**src/rtl/recip_seq_ctrl.sv**
```systemverilog
// Sequenced reciprocal: reads a 16-bit divisor from memory, computes
// floor(32768/divisor) by restoring division and writes it back.
module recip_seq_ctrl #(
    parameter logic [7:0]  OP_ADDR     = 8'd8,
    parameter logic [7:0]  RES_ADDR    = 8'd10,
    parameter logic [15:0] ZERO_RESULT = 16'h0001
) (
    input  logic       Clk,
    input  logic       Reset,
    input  logic       Start,
    output logic       Ack,
    output logic       busy,
    output logic [7:0] mem_addr,
    input  logic [7:0] mem_rd_data,
    output logic       mem_wr_en,
    output logic [7:0] mem_wr_data
);

    typedef enum logic [3:0] {
        IDLE, ARMED, RD_HI, RD_LO, CHECK,
        DIVIDE, WR_HI, WR_LO, DONE
    } state_t;

    state_t      r_state;
    state_t      w_next;
    logic [15:0] r_div;
    logic [15:0] r_quo;
    logic [16:0] r_rem;
    logic [3:0]  r_cnt;

    logic        w_num_bit;
    logic [16:0] w_rem17;
    logic [16:0] w_diff;
    logic        w_ge;

    // Numerator is 16'h8000: only the first (MSB) step shifts in a one.
    assign w_num_bit = (r_cnt == 4'd15);
    assign w_rem17   = {r_rem[15:0], w_num_bit};
    assign w_diff    = w_rem17 - {1'b0, r_div};
    assign w_ge      = r_rem[16] || (w_rem17 >= {1'b0, r_div});

    always_ff @(posedge Clk) begin
        if (Reset) begin
            r_state <= IDLE;
        end else begin
            r_state <= w_next;
        end
    end

    always_comb begin
        w_next = r_state;
        unique case (r_state)
            IDLE:    if (Start) w_next = ARMED;
            ARMED:   if (!Start) w_next = RD_HI;
            RD_HI:   w_next = RD_LO;
            RD_LO:   w_next = CHECK;
            CHECK:   w_next = (r_div == 16'd0) ? WR_HI : DIVIDE;
            DIVIDE:  if (r_cnt == 4'd0) w_next = WR_HI;
            WR_HI:   w_next = WR_LO;
            WR_LO:   w_next = DONE;
            DONE:    if (Start) w_next = ARMED;
            default: w_next = IDLE;
        endcase
    end

    always_ff @(posedge Clk) begin
        if (Reset) begin
            r_div <= 16'd0;
            r_quo <= 16'd0;
            r_rem <= 17'd0;
            r_cnt <= 4'd0;
        end else begin
            unique case (r_state)
                RD_HI: r_div[15:8] <= mem_rd_data;
                RD_LO: r_div[7:0]  <= mem_rd_data;
                CHECK: begin
                    if (r_div == 16'd0) begin
                        r_quo <= ZERO_RESULT;
                    end else begin
                        r_rem <= 17'd0;
                        r_quo <= 16'd0;
                        r_cnt <= 4'd15;
                    end
                end
                DIVIDE: begin
                    r_rem <= w_ge ? w_diff : w_rem17;
                    r_quo <= {r_quo[14:0], w_ge};
                    if (r_cnt != 4'd0) r_cnt <= r_cnt - 4'd1;
                end
                default: ;
            endcase
        end
    end

    always_comb begin
        Ack         = 1'b0;
        busy        = 1'b0;
        mem_addr    = 8'h00;
        mem_wr_en   = 1'b0;
        mem_wr_data = 8'h00;
        unique case (r_state)
            RD_HI: begin
                busy     = 1'b1;
                mem_addr = OP_ADDR;
            end
            RD_LO: begin
                busy     = 1'b1;
                mem_addr = OP_ADDR + 8'd1;
            end
            CHECK, DIVIDE: busy = 1'b1;
            WR_HI: begin
                busy        = 1'b1;
                mem_addr    = RES_ADDR;
                mem_wr_data = r_quo[15:8];
                mem_wr_en   = !Reset;
            end
            WR_LO: begin
                busy        = 1'b1;
                mem_addr    = RES_ADDR + 8'd1;
                mem_wr_data = r_quo[7:0];
                mem_wr_en   = !Reset;
            end
            DONE:    Ack = 1'b1;
            default: ;
        endcase
    end

endmodule

```
**config.mk**
```make
export PLATFORM = sky130hd
export DESIGN_NAME = recip_seq_ctrl
export DESIGN_NICKNAME = d
export VERILOG_FILES = /design/src/rtl/recip_seq_ctrl.sv
export SDC_FILE = /design/constraint.sdc
export NUM_CORES = 1
export LEC_CHECK = 0
export ABC_AREA = 0
export BUFFER_PORTS_ARGS = -buffer_cell sky130_fd_sc_hd__clkbuf_2
export CORE_ASPECT_RATIO = 0.5
export CORE_MARGIN = 4
export CORE_UTILIZATION = 50
export CTS_CLUSTER_DIAMETER = 120
export CTS_CLUSTER_SIZE = 30
export DETAILED_ROUTE_END_ITERATION = 10
export PLACE_DENSITY_LB_ADDON = 0.15
export RECOVER_POWER = 25
export SYNTH_ARGS = -nofsm -noshare
export SYNTH_HDL_FRONTEND = slang
export SYNTH_SLANG_ARGS = --single-unit
```
**constraint.sdc**
```tcl
create_clock -name Clk -period 3.16 [get_ports Clk]
set_clock_uncertainty 0.2 [all_clocks]
set_input_delay 0.158 -clock Clk [delete_from_list [all_inputs] [get_ports Clk]]
set_output_delay 0.158 -clock Clk [all_outputs]
set_load 0.01 [all_outputs]
```
==> results.json <==
{
  "portBuffers": 24,
  "dp_cells": 576,
  "vias": 3540,
  "placed_area_mm2": 0.003820,
  "cts_max_level": 3,
  "final_hold_viol_count": 0,
  "synth_ff_type": "dfxtp_1",
  "finalSetupViolCount": 0,
  "finalCritPeriodShare": 0.9066,
  "reg2reg_slack_ns": 0.30,
  "p_sw_frac": 0.3493,
  "rsz0062_at_grt": "false",
  "regToRegEndpoint": "r_rem[11]",
  "routed_wl_mm": 9.740,
  "die_w_um": 128.4,
  "cp-start-kind": "flop",
  "dr.first_iter.drc_count": 309,
  "rr_startpoint": "r_div[6]",
  "ys_seq_area_frac": 0.3147,
  "dieArea_mm2": 0.008761,
  "antenna_found_initial": 0,
  "cp_common_cell": "nor2_1",
  "cp_max_fo": 11,
  "final_nets": 534,
  "post-route-cell-area_mm2": 0.004182,
  "antenna_cells": 0,
  "regArea_mm2": 0.001141,
  "p_clk_frac": 0.366,
  "ys_ff_latch": 57,
  "wl_per_cell_um": 16.26,
  "grt_util_all_layers": 0.2354,
  "grt_pass1_vias": 3245,
  "grt.overflow.total": 0,
  "numCtsBuffers": 9,
  "path_cells": "inv_1 -> ha_1 -> a21oi_1 -> o21ai_0 -> nor2_1 -> a211oi_4 -> nor2_1 -> a311o_1",
  "synth_edf_count": 0,
  "fmax_ghz": 0.3490,
  "insertion_delay_ns": 0.33,
  "min_path_cells": 4,
  "slew_violations": 0,
  "cts_root_buf": "clkbuf_16",
  "max-slew-margin-rel": 0.5534,
  "finalNonFillerCells": 599,
  "setup-tns-final_ns": 0,
  "drive_gt1_frac": 0.1164,
  "netlist_area_mm2": 0.003626,
  "ant_nets": 0,
  "tightest_slew_ns": 0.6699,
  "place_congestion": 0.8709,
  "leakagePower_nw": 1.623,
  "cts_tree": "built",
  "worstRegToRegCells": 8,
  "synth_cells": 475,
  "hp-class": "in2reg",
  "cts_buffer_depth": 2,
  "via_per_inst": 5.910,
  "yosys_warnings": 0,
  "fillers": 642,
  "multiInputGateArea_mm2": 0.002255,
  "ir_worst_vdd_mv": 0.3318,
  "post-route-drc-count": 0,
  "clkSlewWorstSetupHoldPaths_ns": 0.05,
  "required_ns": 3.17,
  "cp.arrival_ns": 2.87,
  "cp-end-kind": "flop",
  "seqPwrFrac": 0.297,
  "async_flop_share": 0,
  "p_sw_mw": 0.9028,
  "grt_start_max_net_pins": 43,
  "holdPathEnd": "r_rem[15]",
  "critical_path_class": "reg2reg",
  "start_util": 0.5287,
  "hp-start": "Reset",
  "post_cts_buffers": 0,
  "syn_avg_cell_area_um2": 7.634,
  "synth.distinct_cells": 61,
  "cp_slowest_cell": "a211oi_4",
  "rows": 21,
  "drv_cap": 0,
  "die_y_um": 68.22,
  "placeableCoreArea_mm2": 0.006858,
  "pin_count": 30,
  "combPwrFrac": 0.336,
  "clkSinkCount": 57,
  "final.min_clock_period_ns": 2.865,
  "area_growth_pct": 15.32,
  "outcome": "finished clean",
  "cp_slowest_stage_delay_ns": 0.58,
  "p_per_area_mw_per_mm2": 618.1,
  "p_int_mw": 1.682,
  "place_hpwl_mm": 6.815,
  "ctsResizeCount": 0,
  "dr.pass1.iters": 4,
  "grt_pass1_wl_mm": 16.28,
  "holdWs_ns": 0.1245
}
-- state kept, by name (all words and copies together) (netlist names) --
register  cells
r_cnt         4
r_div        16
r_quo        16
r_rem        17
r_state       4
-- cells in the mapped netlist (4+ instances only) --
cell type / count / area (µm²)
nor4_1: 6 / 37.54
nor2_1: 29 / 108.9
a211o_1: 4 / 35.03
buf_4: 6 / 45.04
and2_1: 8 / 50.05
a21o_1: 4 / 30.03
o21ai_0: 10 / 50.05
xnor2_1: 7 / 61.31
ha_1: 18 / 225.2
a211oi_1: 7 / 52.55
nor3_1: 8 / 40.04
mux2i_1: 8 / 80.08
nand3_1: 23 / 115.1
a21oi_1: 54 / 270.3
nand4_1: 5 / 31.28
buf_2: 4 / 20.02
xor2_1: 6 / 52.55
dfxtp_1: 57 / 1141
inv_1: 25 / 93.84
o211ai_1: 18 / 135.1
nand2_1: 88 / 330.3
clkbuf_1: 19 / 71.32
-- through the flow --
stage	setup slack, ns	util	power (mW)
5_1_grt	0.1210	0.6097	2.709
3_3_place_gp	0.3642	0.5570	1.631
2_1_floorplan	0.4952	-	1.405
3_5_place_dp	0.3208	0.5570	1.631
4_1_cts	0.2981	0.6118	2.593
6_report	0.2951	0.6097	2.585
-- how the worst max path moves through the flow --
| stage | from | to | slack [ns] | cells past startpoint |
|---|---|---|---|---|
| final | r_div[6] | r_rem[11] | 0.30 | 8 |
| after global routing | r_div[6] | r_quo[0] | 0.12 | 8 |
| after CTS | r_cnt[0] | r_rem[16] | 0.30 | 10 |
| after detailed placement | r_cnt[0] | r_rem[16] | 0.32 | 10 |
| after global placement | r_cnt[0] | r_rem[16] | 0.36 | 10 |
| after floorplan | r_cnt[0] | r_rem[16] | 0.50 | 10 |
-- power groups by stage --
| stage | clock network, mW | logic, mW | registers (mW) |
|---|---|---|---|
| global placement | 0 | 0.849 | 0.782 |
| global route | 0.991 | 0.947 | 0.772 |
| CTS | 0.963 | 0.862 | 0.768 |
| finish | 0.947 | 0.870 | 0.768 |
| floorplan | 0 | 0.634 | 0.771 |
| detailed placement | 0 | 0.848 | 0.783 |
-- critical path: cells and delay by family (launching register included) --
| kind | cells | cell delay (ns) |
|---|---|---|
| AOI/OAI and AO/OA | 4 | 1.46 |
| adders and majority gates | 1 | 0.39 |
| buffers and inverters | 1 | 0.06 |
| DFF | 1 | 0.36 |
| and+or+nand+nor | 2 | 0.28 |
-- per-layer routing --
layer,vias to the layer above,routed length (µm),GRT usage,part of all wire
met1,1694,4746,0.3195,0.49
met2,91,4355,0.3750,0.45
li1,1743,-,-,-
met3,12,531,0.05534,0.055
met5,-,0,0,0
met4,0,106,0.07275,0.011
-- cells by family (layout without fill, tap and decap cells) --
group                    Yosys count  in the layout  synth area share
AO/OA/AOI/OAI                    132            132            0.2533
XOR/XNOR                          13             13           0.03140
adder cells (fa/ha/maj)           19             19           0.06763
buffers and inverters             56             84           0.06763
flip-flops                        57             57            0.3147
multiplexers                       8              8           0.02209
other                              1              5          0.001034
AND/OR/NAND/NOR                  189            189            0.2422
-- placed cells by master, fill, tap and decap left out, types with 3 or more instances in the layout --
cell type	instances
dlygate4sd3_1	9
and2_1	6
o2111ai_1	3
nand2_1	88
xnor2_1	7
ha_1	18
inv_1	25
nor2_1	29
dfxtp_1	57
and3_1	3
xor2_1	6
or3_1	3
nand3_1	23
buf_4	10
conb_1	5
nand2b_1	3
clkbuf_1	4
clkbuf_2	23
mux2i_1	8
nor4_1	6
o21ai_1	3
a211oi_1	7
a21oi_1	54
o21ai_0	10
nand4_1	5
o211ai_1	18
nor2b_1	3
nor3_1	8
a211o_1	4
o21a_1	3
clkbuf_16	9
a21o_1	4
-- cell type report --
cell class	count	area share
timing repair buffer	45	0.06972
clock buffer	11	0.05805
multi-input combinational	366	0.5392
clock inverter	3	0.01017
inverter	25	0.02244
tap	92	0.02753
sequential	57	0.2729
-- repair_timing --
item / CTS / global route
endpoints found under the hold margin: 17 / 0
hold buffers: 9 / 0
setup endpoints to repair: 0 / 0
Power figures use the tool's default switching activity.
